### config.mk
export PLATFORM = sky130hd
export DESIGN_NAME = spi_readout_tx
export DESIGN_NICKNAME = d
export VERILOG_FILES = /design/src/rtl/spi_readout_pkg.sv /design/src/rtl/spi_sclk_gen.sv /design/src/rtl/spi_readout_tx.sv
export SDC_FILE = /design/constraint.sdc
export NUM_CORES = 1
export LEC_CHECK = 0
export CORE_MARGIN = 2
export CORE_UTILIZATION = 47
export DETAILED_ROUTE_END_ITERATION = 7
export PLACE_DENSITY = 0.78
export SYNTH_ARGS = -nofsm -noshare
export SYNTH_HDL_FRONTEND = slang
export SYNTH_SLANG_ARGS = --single-unit
### constraint.sdc
create_clock -name clk -period 1.3 [get_ports clk]
set_input_delay 0.195 -clock clk [delete_from_list [all_inputs] [get_ports clk]]
set_output_delay 0.195 -clock clk [all_outputs]
set_load 0.02 [all_outputs]
### src/rtl/spi_readout_pkg.sv
// spi_readout_pkg: types and constants shared by the SPI readout transmit path.
//   state_t      - transmit FSM state encoding
//   HDR_MARKER   - top nibble of the per-channel header word
//   FRAME_CNT_W  - width of the wrapping frame counter
//   idx_w()      - index width for a table of n entries (never below 1)
package spi_readout_pkg;

  typedef enum logic [2:0] {
    IDLE,
    FETCH,
    LOAD,
    SHIFT,
    NEXT,
    DONE,
    HDR
  } state_t;

  localparam logic [3:0] HDR_MARKER  = 4'hA;
  localparam int         FRAME_CNT_W = 8;

  function automatic int idx_w(input int n);
    return (n > 1) ? $clog2(n) : 1;
  endfunction

endpackage

### src/rtl/spi_sclk_gen.sv
// spi_sclk_gen: SPI clock divider. Each SCLK half-period lasts SCLK_DIV clk cycles.
// While en is low the divider is held in its low phase with the count cleared,
// so the first half-period after enabling is always a full low phase.
//   clk        in   system clock
//   reset      in   asynchronous active-low reset
//   en         in   run the divider
//   sclk       out  registered SCLK level
//   rise_tick  out  high in the cycle whose closing edge drives sclk 0->1
//   fall_tick  out  high in the cycle whose closing edge drives sclk 1->0
module spi_sclk_gen
  import spi_readout_pkg::*;
#(
  parameter int SCLK_DIV = 4
) (
  input  logic clk,
  input  logic reset,
  input  logic en,
  output logic sclk,
  output logic rise_tick,
  output logic fall_tick
);

  localparam int               CNT_W    = idx_w(SCLK_DIV);
  localparam logic [CNT_W-1:0] CNT_LAST = CNT_W'(SCLK_DIV - 1);

  logic [CNT_W-1:0] cnt;
  logic             phase_end;

  assign phase_end = en && (cnt == CNT_LAST);
  assign rise_tick = phase_end && !sclk;
  assign fall_tick = phase_end && sclk;

  always_ff @(posedge clk or negedge reset) begin
    if (!reset) begin
      cnt  <= '0;
      sclk <= 1'b0;
    end else if (!en) begin
      cnt  <= '0;
      sclk <= 1'b0;
    end else if (phase_end) begin
      cnt  <= '0;
      sclk <= ~sclk;
    end else begin
      cnt <= cnt + 1'b1;
    end
  end

endmodule

### src/rtl/spi_readout_tx.sv
// spi_readout_tx: reads every channel's buffered samples (channel-major) on a
// rising edge of ZYNQ_RD_EN and shifts them MSB first over a mode-0 SPI link.
// Optional feature macro: SPI_RD_HDR_EN - prefix each channel with a header word
// {HDR_MARKER, chn[3:0], frame_cnt[7:0]} in the top 16 bits (needs WORD_W >= 16).
// Ports:
//   clk, reset (async, active-low)
//   ZYNQ_RD_EN   in   frame request level; rising edge starts, low aborts
//   buf_rd_req   out  one-cycle sample-buffer read strobe
//   buf_chn      out  channel index of the read
//   buf_addr     out  word index of the read
//   buf_data     in   read data, valid one cycle after buf_rd_req
//   SPI_SCLK, SPI_CS_N, SPI_MOSI  out  SPI link (SCLK idles low)
//   SPI_complete out  one-cycle end-of-frame pulse, coincident with CS_N rising
//   busy         out  FSM not in IDLE
module spi_readout_tx
  import spi_readout_pkg::*;
#(
  parameter int NUM_CHN       = 4,
  parameter int WORDS_PER_CHN = 8,
  parameter int WORD_W        = 16,
  parameter int SCLK_DIV      = 4
) (
  input  logic                             clk,
  input  logic                             reset,
  input  logic                             ZYNQ_RD_EN,
  output logic                             buf_rd_req,
  output logic [idx_w(NUM_CHN)-1:0]        buf_chn,
  output logic [idx_w(WORDS_PER_CHN)-1:0]  buf_addr,
  input  logic [WORD_W-1:0]                buf_data,
  output logic                             SPI_SCLK,
  output logic                             SPI_CS_N,
  output logic                             SPI_MOSI,
  output logic                             SPI_complete,
  output logic                             busy
);

  localparam int                CHN_W     = idx_w(NUM_CHN);
  localparam int                ADDR_W    = idx_w(WORDS_PER_CHN);
  localparam int                BIT_W     = $clog2(WORD_W + 1);
  localparam logic [CHN_W-1:0]  CHN_LAST  = CHN_W'(NUM_CHN - 1);
  localparam logic [ADDR_W-1:0] ADDR_LAST = ADDR_W'(WORDS_PER_CHN - 1);
  localparam logic [BIT_W-1:0]  BITS_WORD = BIT_W'(WORD_W);

  state_t                 state;
  logic                   rd_en_q;
  logic                   start_q;
  logic [FRAME_CNT_W-1:0] frame_cnt;
  logic [WORD_W-1:0]      shreg;
  logic [WORD_W-1:0]      shreg_nxt;
  logic [BIT_W-1:0]       bit_cnt;
  logic                   abort;
  logic                   last_word;
  logic                   sclk_en;
  logic                   rise_tick;
  logic                   fall_tick;

`ifdef SPI_RD_HDR_EN
  logic in_hdr;  // the word currently in shreg is a channel header

  function automatic logic [WORD_W-1:0] hdr_word(input logic [CHN_W-1:0] c,
                                                 input logic [FRAME_CNT_W-1:0] fc);
    logic [WORD_W-1:0] w;
    w = '0;
    w[WORD_W-1 -: 16] = {HDR_MARKER, 4'(c), fc};
    return w;
  endfunction

  assign last_word = !in_hdr && (buf_chn == CHN_LAST) && (buf_addr == ADDR_LAST);
`else
  assign last_word = (buf_chn == CHN_LAST) && (buf_addr == ADDR_LAST);
`endif

  // A dropped request is acted on at the very next edge, including the divider,
  // so SCLK is already low in the cycle after ZYNQ_RD_EN is seen low.
  assign abort     = !ZYNQ_RD_EN && (state != IDLE) && (state != DONE);
  assign sclk_en   = (state == SHIFT) && !abort;
  assign shreg_nxt = shreg << 1;

  spi_sclk_gen #(
    .SCLK_DIV (SCLK_DIV)
  ) u_sclk (
    .clk       (clk),
    .reset     (reset),
    .en        (sclk_en),
    .sclk      (SPI_SCLK),
    .rise_tick (rise_tick),
    .fall_tick (fall_tick)
  );

  always_ff @(posedge clk or negedge reset) begin
    if (!reset) begin
      state        <= IDLE;
      rd_en_q      <= 1'b0;
      start_q      <= 1'b0;
      frame_cnt    <= '0;
      shreg        <= '0;
      bit_cnt      <= '0;
      buf_rd_req   <= 1'b0;
      buf_chn      <= '0;
      buf_addr     <= '0;
      SPI_CS_N     <= 1'b1;
      SPI_MOSI     <= 1'b0;
      SPI_complete <= 1'b0;
      busy         <= 1'b0;
`ifdef SPI_RD_HDR_EN
      in_hdr       <= 1'b0;
`endif
    end else begin
      rd_en_q      <= ZYNQ_RD_EN;
      // Start is registered once, so the frame opens one edge after the
      // rising request is first sampled; a held-high level never re-arms it.
      start_q      <= ZYNQ_RD_EN && !rd_en_q && (state == IDLE);
      buf_rd_req   <= 1'b0;
      SPI_complete <= 1'b0;

      if (abort) begin
        state    <= IDLE;
        busy     <= 1'b0;
        SPI_CS_N <= 1'b1;
        SPI_MOSI <= 1'b0;
      end else begin
        case (state)
          IDLE: begin
            if (start_q) begin
              SPI_CS_N <= 1'b0;
              busy     <= 1'b1;
              buf_chn  <= '0;
              buf_addr <= '0;
`ifdef SPI_RD_HDR_EN
              state      <= HDR;
`else
              buf_rd_req <= 1'b1;
              state      <= FETCH;
`endif
            end
          end

          FETCH: state <= LOAD;

          LOAD: begin
            shreg    <= buf_data;
            SPI_MOSI <= buf_data[WORD_W-1];
            bit_cnt  <= '0;
`ifdef SPI_RD_HDR_EN
            in_hdr   <= 1'b0;
`endif
            state    <= SHIFT;
          end

`ifdef SPI_RD_HDR_EN
          HDR: begin
            shreg    <= hdr_word(buf_chn, frame_cnt);
            SPI_MOSI <= HDR_MARKER[3];
            bit_cnt  <= '0;
            in_hdr   <= 1'b1;
            state    <= SHIFT;
          end
`endif

          // Bits are counted on SCLK rises (Zynq sample points); the word ends
          // on the falling edge that closes its last high phase.
          SHIFT: begin
            if (rise_tick) begin
              bit_cnt <= bit_cnt + 1'b1;
            end
            if (fall_tick) begin
              shreg    <= shreg_nxt;
              SPI_MOSI <= shreg_nxt[WORD_W-1];
              if (bit_cnt == BITS_WORD) begin
                state <= last_word ? DONE : NEXT;
              end
            end
          end

          NEXT: begin
`ifdef SPI_RD_HDR_EN
            if (in_hdr) begin
              // header done: fetch this channel's first sample, addr already 0
              buf_rd_req <= 1'b1;
              state      <= FETCH;
            end else if (buf_addr == ADDR_LAST) begin
              buf_addr <= '0;
              buf_chn  <= buf_chn + 1'b1;
              state    <= HDR;
            end else begin
              buf_addr   <= buf_addr + 1'b1;
              buf_rd_req <= 1'b1;
              state      <= FETCH;
            end
`else
            if (buf_addr == ADDR_LAST) begin
              buf_addr <= '0;
              buf_chn  <= buf_chn + 1'b1;
            end else begin
              buf_addr <= buf_addr + 1'b1;
            end
            buf_rd_req <= 1'b1;
            state      <= FETCH;
`endif
          end

          DONE: begin
            SPI_CS_N     <= 1'b1;
            SPI_complete <= 1'b1;
            frame_cnt    <= frame_cnt + 1'b1;
            busy         <= 1'b0;
            state        <= IDLE;
          end

          default: state <= IDLE;
        endcase
      end
    end
  end

endmodule

# After elaboration in Yosys (flattened, before gate mapping)
# Index checks and enable logic that the tools add are counted.
[op_classes] n_bitwise=2 n_eq_ne=18 mux=34 n_addsub=4 n_reduce_logical=26
[ops] op="$pmux W15 S2" count=1
[ops] op="$mux W3" count=6
[ops] op="$mux W15" count=1
[ops] op="$pmux W3 S5" count=1
[ops] op="$mux W1" count=13
[ops] op="$reduce_and A3 Y1" count=4
[ops] op="$ne A2 B2 Y1 const B" count=5
[ops] op="$pmux W5 S2" count=1
[ops] op="$eq A3 B3 Y1 const B" count=3
[ops] op="$logic_and A1 B1 Y1" count=9
[ops] op="$ne A3 B3 Y1 const B" count=3
[ops] op="$reduce_bool A3 Y1" count=3
[ops] op="$mux W2" count=4
[ops] op="$pmux W1 S2" count=4
[ops] op="$eq A3 B2 Y1 const B" count=2
[ops] op="$pmux W3 S2" count=1
[ops] op="$add A5 B1 Y5 const B" count=1
[ops] op="$eq A5 B5 Y1 const B" count=1
[ops] op="$mux W5" count=1
[ops] op="$add A2 B1 Y2 const B" count=2
[ops] op="$eq A2 B2 Y1 const B" count=2
[ops] op="$logic_not A1 Y1" count=4
[ops] op="$pmux W2 S2" count=1
[ops] op="$reduce_and A2 Y1" count=2
[ops] op="other kinds (7)" count=9
[totals] regBits=38 input_bits=19 out_inout_bits=11 wordCells=98

# Longest topological paths before layout
# Gate-level depths: netlist of the first run.
[depth] ltp_word=10 depth_mapped=6 ltp_nobuf=6

# Modules after synthesis
# A second synthesis of the first run with hierarchy kept.
[unflattened] hier_cells=186 area_unflattened_um2=1929.4
[by_module_without_submodules] module="spi_readout_tx" instances=1 area_each_um2=1794.2 cells_each=175 seq_area_each_um2=877.1
[by_module_without_submodules] module="spi_sclk_gen" instances=1 area_each_um2=135.1 cells_each=11 seq_area_each_um2=75.1

# Worst setup path after synthesis of the first run
# Ideal clock, no wire load.
[synth_timing] kind="register to register" start="register buf_addr[0]" end="register buf_chn[0]" setup_time_ps=83 path_stages_with_launch=7 slack_ps=-179 path_buffers=0 period_less_slack_ps=1479 arrival_time_ps=1396 t_required_ps=1217 path_cell_list="dfrtp_1 ha_1 ha_1 and3_1 o21ai_0 nand2_1 o21ai_0"
[synth_between] elab_chain_len=3
[synth_rtl] element="from (decl)" line_no="spi_readout_tx.sv:28" source="output logic [idx_w(WORDS_PER_CHN)-1:0] buf_addr,"
[synth_rtl] element="from (signal assigned)" line_no="spi_readout_tx.sv:195" source="buf_addr <= buf_addr + 1'b1;"
[synth_rtl] element="$eq A3 B3 Y1" line_no="spi_readout_tx.sv:191" source="if (buf_addr == ADDR_LAST) begin"
[synth_rtl] element="$ne A2 B2 Y1 (no source line)"
[synth_rtl] element="$reduce_and A4 Y1 (no source line)"
[synth_rtl] element="to (signal assigned)" line_no="spi_readout_tx.sv:193" source="buf_chn <= buf_chn + 1'b1;"
[synth_rtl] element="to (decl)" line_no="spi_readout_tx.sv:27" source="output logic [idx_w(NUM_CHN)-1:0] buf_chn,"
# Every way passes these cells.
# A chain may end at the register's enable or synchronous reset.

# Final worst setup path of the first run
[layout_timing] start="register state[2]" end="register shreg[14]"
[layout_between] elab_chain_len=9 elab_cells_between_ends=15 classes_between="eq/ne: 4; mux: 1; bitwise: 1; reduce/logical: 9"
[layout_rtl] element="from (decl)" line_no="spi_readout_tx.sv:44" source="state_t state;"
[layout_rtl] element="from (signal assigned)" line_no="spi_readout_tx.sv:170" source="state <= last_word ? DONE : NEXT;"
[layout_rtl] element="$reduce_bool A3 Y1" line_no="spi_readout_tx.sv:75" source="assign abort = !ZYNQ_RD_EN && (state != IDLE) && (state != DONE);"
[layout_rtl] element="$logic_and A1 B1 Y1 (2 in series)" line_no="spi_readout_tx.sv:75"
[layout_rtl] element="$logic_not A1 Y1" line_no="spi_readout_tx.sv:76" source="assign sclk_en = (state == SHIFT) && !abort;"
[layout_rtl] element="$logic_and A1 B1 Y1" line_no="spi_readout_tx.sv:76"
[layout_rtl] element="$logic_and A1 B1 Y1" line_no="spi_sclk_gen.sv:29" source="assign phase_end = en && (cnt == CNT_LAST);"
[layout_rtl] element="$logic_and A1 B1 Y1" line_no="spi_sclk_gen.sv:31" source="assign fall_tick = phase_end && sclk;"
[layout_rtl] element="$ne A2 B2 Y1 (no source line)"
[layout_rtl] element="$reduce_and A3 Y1 (no source line)"
[layout_rtl] element="to (signal assigned)" line_no="spi_readout_tx.sv:141" source="shreg <= buf_data;"
[layout_rtl] element="to (signal assigned)" line_no="spi_readout_tx.sv:167" source="shreg <= shreg_nxt;"
[layout_rtl] element="to (decl)" line_no="spi_readout_tx.sv:48" source="logic [WORD_W-1:0] shreg;"
# Parallel ways exist; a longest one is shown, timed or not.

==> impl_results.md, run 1 <==
* Drt drc at 0
* First-pass GRT wire length at 7.15 mm
* Post-synth EDFFs at 0
* Total power at about 3.9 mW
* Clock Tree Buf Depth at 2
* Clock sinks at 38
* Final core utilization at 74.4%
* Pre-CTS WS at -0.284 ns
* Hold crit path type: primary input to asynchronous set/reset pin
* Min cycle time layout at 1.38 ns
* DR vias at 1,606
* Drt total wl at 4.75 mm
* GPL Wtd Cong at 0.803
* Setup violators final at 16
* Peak supply drop at 1.20 mV
* Die ar. at 4500 um2
* Fin Clk Skew at 0.00503 ns
* Yosys reg bits at 38
* CP endpoint kind: flip-flop
* Slowest cell on the critical path: dfrtp_2
* Reg2reg start: state[2]$_DFFE_PN0P_
* Post-Syn Area at 1870 um2
* Clock power frac at 22.0%
* Crit path arrival time at between 1.5 and 2 ns
* HPWL Detailed at 2.79 mm
* Unique masters post-synth at 38
* Post-synth net total at 210
* Area Overhead vs Synth at 49.0%
* Synth Flop Type: dfrtp_1
* CP bufs+invs at 1
* Pin count of the biggest net entering global routing at 32
* Worst slew pin tran at 0.347 ns
* P_sw at 1.32 mW
* Max_slew headroom at 76.6%
* Hold WS at between 0.2 and 0.25 ns
* Row cnt at 22
* Clock root buffer: clkbuf_8
* Initial Utilization at 50.0%
* Antenna fix cells at 0
* Fin crit share at 106%
* Post-synth top area share at 49.5%
* Internal power at 2.58 mW
* Ranking of synthesized cells by area: dfrtp_1 49%, mux2i_1 8.0%, o21ai_0 6.2%, nand2_1 4.8%, ha_1 4.0%
* Core area at 3740 um2
* CTS Buf Count at 5
* Hold Fails Final Rpt at 0
* Reg2Reg Depth at 5
* Setup CP Type: flip-flop to flip-flop
* Overall global routing resource usage at 21.8%
* Register area share after synthesis at 50.9%
* WP depth at 5
* GR Overflow Total at 0
* Worst-path cell chain: nand3b_4 -> a21o_4 -> clkbuf_16 -> nand2_1 -> o21ai_0
* Avg Synthesized Cell Area at roughly 10 um2
* Status: complete, but fails checks
* Nets at 270
* Startpoint Class: flip-flop
* Crit-path leading delay family: flip-flops
* Final setup margin at -0.0769 ns
* Share of cells above drive strength 1 at 35.4%
* Die Span Y at ~67 um
* Post-synth top area cell: dfrtp_1
* Number of max-cap violations at 0
* Port Buffers at 29
* Skew-Pair Late Insertion Delay at 0.30 ns
* Required @ worst endpoint at 1.47 ns
* Max Freq at 726 MHz
* Share of flip-flops with an asynchronous set or reset at 100%
* Storage cell area at roughly 960 um2
* Failing checks: setup timing
* Vias per cell at between 5 and 6
* Logic pwr share at 33.5%
* Critical Path Start: state[2]$_DFFE_PN0P_
* Multi-input gate area at 1040 um2
* Switching Share at about a third
* Final antenna-violating net count at 0
* CTS clk-pin slew, worst paths at about 0.08 ns
* CTS tree: built
* Ports at 30
* Slew Viols, Final at 0
* Reg power frac at 44.5%
* Filler cells at approximately 250
* RSZ-0062 raised after global routing: true
* Number of global-route vias before repair at roughly 1,500
* Worst Path Max Fanout at 15
* Initial detailed-routing violation count at 182
* First drt pass iteration count at 4
* Synthesized instance count at 185
* DIE WIDTH at around 67 um
* H-tree lvl count at 2
* Avg WL per Cell at 16.2 um
* CP peak stage delay at around 0.46 ns
* Yosys warnings at 0
* Leakage at 1.36 nW
* Initial antenna violation count at 0
* Power per cell area at approximately 1400 nW/um2
## Yosys cell counts (2+ instances only)
| cell type | number |
|---|---|
| inv_1 | 8 |
| a21o_1 | 4 |
| nand2_1 | 24 |
| nand2b_1 | 4 |
| nor4_1 | 2 |
| a211oi_1 | 2 |
| nor2_1 | 8 |
| dfrtp_1 | 37 |
| a21oi_1 | 4 |
| mux2i_1 | 15 |
| ha_1 | 6 |
| a22o_1 | 3 |
| o21ai_0 | 23 |
| nor3_1 | 3 |
| nor2b_1 | 3 |
| a31oi_1 | 3 |
| buf_2 | 9 |
| xnor2_1 | 2 |
| nand3_1 | 6 |
## per-stage QoR
step / TNS, ns / std cells / instance area, um2
final: -0.330 / 294 / 2790
after global routing: -1.40 / 294 / 2790
after CTS: -0.0112 / 291 / 2590
after detailed placement: -7.76 / 279 / 2430
after global placement: -7.00 / 279 / 2430
after floorplan: -0.00619 / 185 / 1900
## placed cells by master (no fill, tap or decap), types with 3 or more instances in the layout
| cell type | count |
|---|---|
| clkdlybuf4s50_1 | 16 |
| a21oi_1 | 4 |
| clkbuf_8 | 6 |
| nand3_1 | 6 |
| buf_4 | 28 |
| nand2b_1 | 3 |
| inv_1 | 8 |
| mux2i_1 | 14 |
| dfrtp_2 | 6 |
| a22o_1 | 3 |
| nand2_2 | 6 |
| nor2_1 | 7 |
| a21o_1 | 3 |
| dlygate4sd2_1 | 9 |
| o21ai_0 | 9 |
| nand2_1 | 17 |
| ha_4 | 3 |
| o21ai_2 | 4 |
| o21ai_1 | 10 |
| dfrtp_1 | 31 |
## cell type report
class,count,area share (%)
inverters,8,1.08
clock buffers,6,2.96
repair buffers,64,21.7
multi-input cells,128,37.2
well taps,48,2.16
flip-flops and latches,38,34.4
clock inverters,2,0.449
## flip-flops by register name (all words and copies together) (netlist names)
register / flops
bit_cnt: 5
start_q: 1
buf_addr: 3
buf_chn: 2
rd_en_q: 1
SPI_complete: 1
shreg: 15
u_sclk.sclk: 1
state: 3
u_sclk.cnt: 2
busy: 1
SPI_MOSI: 1
buf_rd_req: 1
SPI_CS_N: 1
## power groups by stage
| stage | combinational [mW] | sequential (mW) | clock [mW] |
|---|---|---|---|
| floorplan | 0.582 | 1.71 | 0 |
| global placement | 1.04 | 1.70 | 0 |
| detailed placement | 1.08 | 1.72 | 0 |
| CTS | 1.09 | 1.70 | 0.864 |
| global route | 1.43 | 1.77 | 0.922 |
| finish | 1.30 | 1.73 | 0.859 |
## metal layers
layer  part of all wire (%)  routed length (um)  track usage [%]  vias to the layer above
met3                    3.9                 187             5.74                        5
met1                     44                2080             29.1                      781
met4                    1.1                  54             8.16                        0
met2                     51                2430             33.9                       46
li1                       -                   -                -                      774
met5                      0                   0                0                        -
## final timing paths
check	slack (ns)	end
worst min register to register	0.41	start_q$_DFF_PN0_
worst min-delay path	0.23	buf_addr[1]$_DFFE_PN0P_
worst max-delay path	-0.08	shreg[14]$_DFFE_PN0P_
worst max register to register	-0.08	shreg[14]$_DFFE_PN0P_
min in group clk	0.41	start_q$_DFF_PN0_
max in group asynchronous	0.60	SPI_CS_N$_DFFE_PN1P_
## worst reg2reg max path, stage by stage, from the launching register on
cell	delay, ns
dfrtp_2	0.46
nand3b_4	0.21
a21o_4	0.24
clkbuf_16	0.17
nand2_1	0.07
o21ai_0	0.09
## what timing repair did
action / CTS / global route
hold buffers: 1 / 0
setup endpoints to repair: 37 / 32
endpoints found under the hold margin: 37 / 0
gates cloned: 0 / 2
gates resized for setup: 25 / 44
setup buffers: 3 / 1
pin swaps: 4 / 14
## logic make-up after synthesis
| logic type | count (synthesis) | share of synthesized area [%] |
|---|---|---|
| compound gates | 48 | 15.9 |
| xor+xnor | 2 | 0.937 |
| fa+ha+maj | 6 | 4.01 |
| buf+inv | 19 | 4.62 |
| flops | 38 | 50.9 |
| mux | 15 | 8.03 |
| simple gates | 57 | 15.7 |
Note: power is estimated with default switching activity, not from simulation.
==> run 2, diff against run 1 <==
--- a/config.mk
+++ b/config.mk
@@ -6,9 +6,11 @@
 export NUM_CORES = 1
 export LEC_CHECK = 0
 export CORE_MARGIN = 2
-export CORE_UTILIZATION = 47
+export CORE_UTILIZATION = 50
+export CTS_BUF_LIST = sky130_fd_sc_hd__clkbuf_2 sky130_fd_sc_hd__clkbuf_4 sky130_fd_sc_hd__clkbuf_8
 export DETAILED_ROUTE_END_ITERATION = 7
-export PLACE_DENSITY = 0.78
+export GPL_ROUTABILITY_DRIVEN = 0
+export PLACE_DENSITY = 0.82
 export SYNTH_ARGS = -nofsm -noshare
 export SYNTH_HDL_FRONTEND = slang
 export SYNTH_SLANG_ARGS = --single-unit
==> run 2 against run 1 <==
Effect of this change:
- global-route usage is 0.72 points lower
- critical path type unchanged
- setup slack worse by 0.14 ns
- core utilization rose by 4.4 points
- combinational power up 11%
- first-iteration DRC count is 31% lower
- the run still ends with setup timing left
- fmax decreased by 8.9%
==> impl_results.md, run 2 (synthesized netlist as in run 1, its figures left out) <==
* Status: complete, but fails checks
* Failing checks: setup timing
* FF-to-FF End: buf_addr[0]$_DFFE_PN0P_
* Filler cells at 231 (-8.3%)
* Final antenna-violating net count at 0 (unchanged)
* Nets at 271 (+0.37%)
* Clock Tree Buf Depth at 2 (unchanged)
* Clock power frac at 23.7% (+1.7 points)
* Commonest non-fill, non-tap cell in the layout: dfrtp_1
* Max reg flops at 15 (unchanged)
* Die ar. at 4250 um2 (-5.6%)
* DR vias at 1,699 (+5.8%)
* CP endpoint kind: flip-flop
* Clock sinks at 38 (unchanged)
* Post-DP Area at 2430 um2 (+0.21%)
* Slew Viols, Final at 0 (unchanged)
* Ports at 30 (unchanged)
* Pre-CTS WS at -0.274 ns (+0.0101 ns)
* Skew-Pair Late Insertion Delay at 0.30 ns (about the same)
* Initial Utilization at 51.5% (+1.5 points)
* Design Area, Final at 2860 um2 (+2.7%)
* P_sw at 1.46 mW (+11%)
* First drt pass iteration count at 4 (unchanged)
* Share of cells above drive strength 1 at 38.5% (+3.1 points)
* Startpoint Class: flip-flop
* Area Overhead vs Synth at 53.0%
* Number of max-cap violations at 0 (unchanged)
* Drt total wl at 5.44 mm (+14%)
* Reg2reg start: buf_addr[0]$_DFFE_PN0P_
* Antenna fix cells at 0 (unchanged)
* Multi-input gate area at 1090 um2 (+4.8%)
* H-tree lvl count at 2 (unchanged)
* Required @ worst endpoint at 1.52 ns (+0.05 ns)
* R2R Setup Slk at -0.21 ns (-0.14 ns)
* RSZ-0062 raised after global routing: true
* Hold Fails Final Rpt at 0 (unchanged)
* Switching Share at 34.5% (+0.72 points)
* DIE WIDTH at 65.2 um (-2.9%)
* Reg2Reg Depth at 6 (+1)
* Port Buffers at 29 (unchanged)
* CTS clk-pin slew, worst paths at 0.08 ns (about the same)
* Vias per cell at 5.76 (+5.4%)
* Top reg by flops: shreg
* Most frequent cells in the layout: 33 x dfrtp_1, 26 x buf_4, 17 x clkdlybuf4s50_1, 14 x mux2i_1, 12 x o21ai_1
* Core area at 3630 um2 (-2.9%)
* CTS Buf Count at 5 (unchanged)
* Number of global-route vias before repair at 1,487 (-2.4%)
* Drt drc at 0 (unchanged)
* Setup CP Type: flip-flop to flip-flop
* Min cycle time layout at 1.51 ns (+0.135 ns)
* CTS tree: built
* Internal power at 2.77 mW (+7.3%)
* Worst Path Max Fanout at 3 (-12)
* Final setup margin at -0.212 ns (-0.135 ns)
* Max Freq at 661 MHz (-8.9%)
* Crit path arrival time at 1.73 ns (+0.18 ns)
* Overall global routing resource usage at 21.1% (-0.72 points)
* Initial antenna violation count at 0 (unchanged)
* HPWL Detailed at 2.85 mm (+2.0%)
* Reg power frac at 42.2% (-2.3 points)
* Die Span Y at 65.2 um (-2.9%)
* Hold crit path type: primary input to asynchronous set/reset pin
* Storage cell area at 957 um2 (-0.26%)
* Leakage at 1.38 nW (+1.9%)
* Setup violators final at 18 (+2)
* GR Overflow Total at 0 (unchanged)
* Power per cell area at 1480 nW/um2 (+5.6%)
* Fin Clk Skew at 0.00716 ns (+0.00213 ns)
* Clock root buffer: clkbuf_8
* Largest registers: shreg x15, bit_cnt x5
* Peak supply drop at 1.03 mV (-14%)
* Max_slew headroom at 79.0% (+2.5 points)
* Avg WL per Cell at 18.4 um (+14%)
* Row cnt at 22 (unchanged)
* Pin count of the biggest net entering global routing at 32 (unchanged)
* Initial detailed-routing violation count at 125 (-31%)
* Fin crit share at 116% (+10 points)
* Logic pwr share at 34.1% (+0.6 points)
* First-pass GRT wire length at 6.86 mm (-4.1%)
* Worst slew pin tran at 0.311 ns (-0.0365 ns)
-- run 2: worst max path at each step --
stage          slack, ns                    start                 endpoint  depth (start not counted)
2_1_floorplan     -0.006  buf_addr[0]$_DFFE_PN0P_   buf_chn[0]$_DFFE_PN0P_                          6
3_3_place_gp       -0.23               ZYNQ_RD_EN   buf_chn[1]$_DFFE_PN0P_                          5
3_5_place_dp       -0.27               ZYNQ_RD_EN   buf_chn[1]$_DFFE_PN0P_                          5
4_1_cts           -0.009  buf_addr[1]$_DFFE_PN0P_   buf_chn[0]$_DFFE_PN0P_                          6
5_1_grt            -0.31  buf_addr[0]$_DFFE_PN0P_  buf_addr[0]$_DFFE_PN0P_                          6
6_report           -0.21  buf_addr[0]$_DFFE_PN0P_  buf_addr[0]$_DFFE_PN0P_                          6
-- run 2: cell type report --
type,instances,share of cell area [%]
inverters,8,1.05
multi-input cells,128,37.9
flip-flops and latches,38,33.4
well taps,48,2.10
clock inverters,3,1.40
repair buffers,65,21.7
clock buffers,5,2.40
-- run 2: metal layers --
layer / global-route usage [%] / up-vias / share of wire, %
met5: 0 / - / 0
met4: 10.2 / 0 / 2.9
met3: 3.94 / 21 / 5.9
met2: 33.8 / 67 / 51
met1: 27.7 / 835 / 40
li1: - / 776 / -
-- run 2: critical path: stages, from the launching register on --
cell and delay (ns):
dfrtp_2 0.44, ha_4 0.18, ha_4 0.16, nor2_1 0.15, nand3_1 0.14, o21ai_0 0.16
a22o_1 0.21
-- run 2: power groups by stage --
stage / sequential [mW] / combinational, mW / clock [mW]
after floorplan: 1.71 / 0.582 / 0
after global placement: 1.69 / 1.04 / 0
after detailed placement: 1.70 / 1.08 / 0
after CTS: 1.68 / 1.08 / 0.988
after global routing: 1.81 / 1.57 / 1.05
final: 1.78 / 1.44 / 1.00
-- run 2: what timing repair did --
item                       CTS  global route
cloned                       0             3
gates resized for setup     25            65
hold buffers                 1             0
setup buffers                0             5
pin swaps                    7            21
setup endpoints to repair   37            35
hold endpoints to repair    12             0
-- run 2: through the flow --
stage	hold slack, ns	setup TNS, ns	std cells	util [%]	power [mW]
after floorplan	-0.101	-0.00619	185	-	2.29
after global placement	0.110	-5.36	278	67.0	2.72
after detailed placement	0.115	-6.41	278	67.0	2.79
after CTS	0.331	-0.0177	287	71.5	3.75
after global routing	0.372	-2.27	295	78.8	4.43
final	0.322	-0.692	295	78.8	4.23
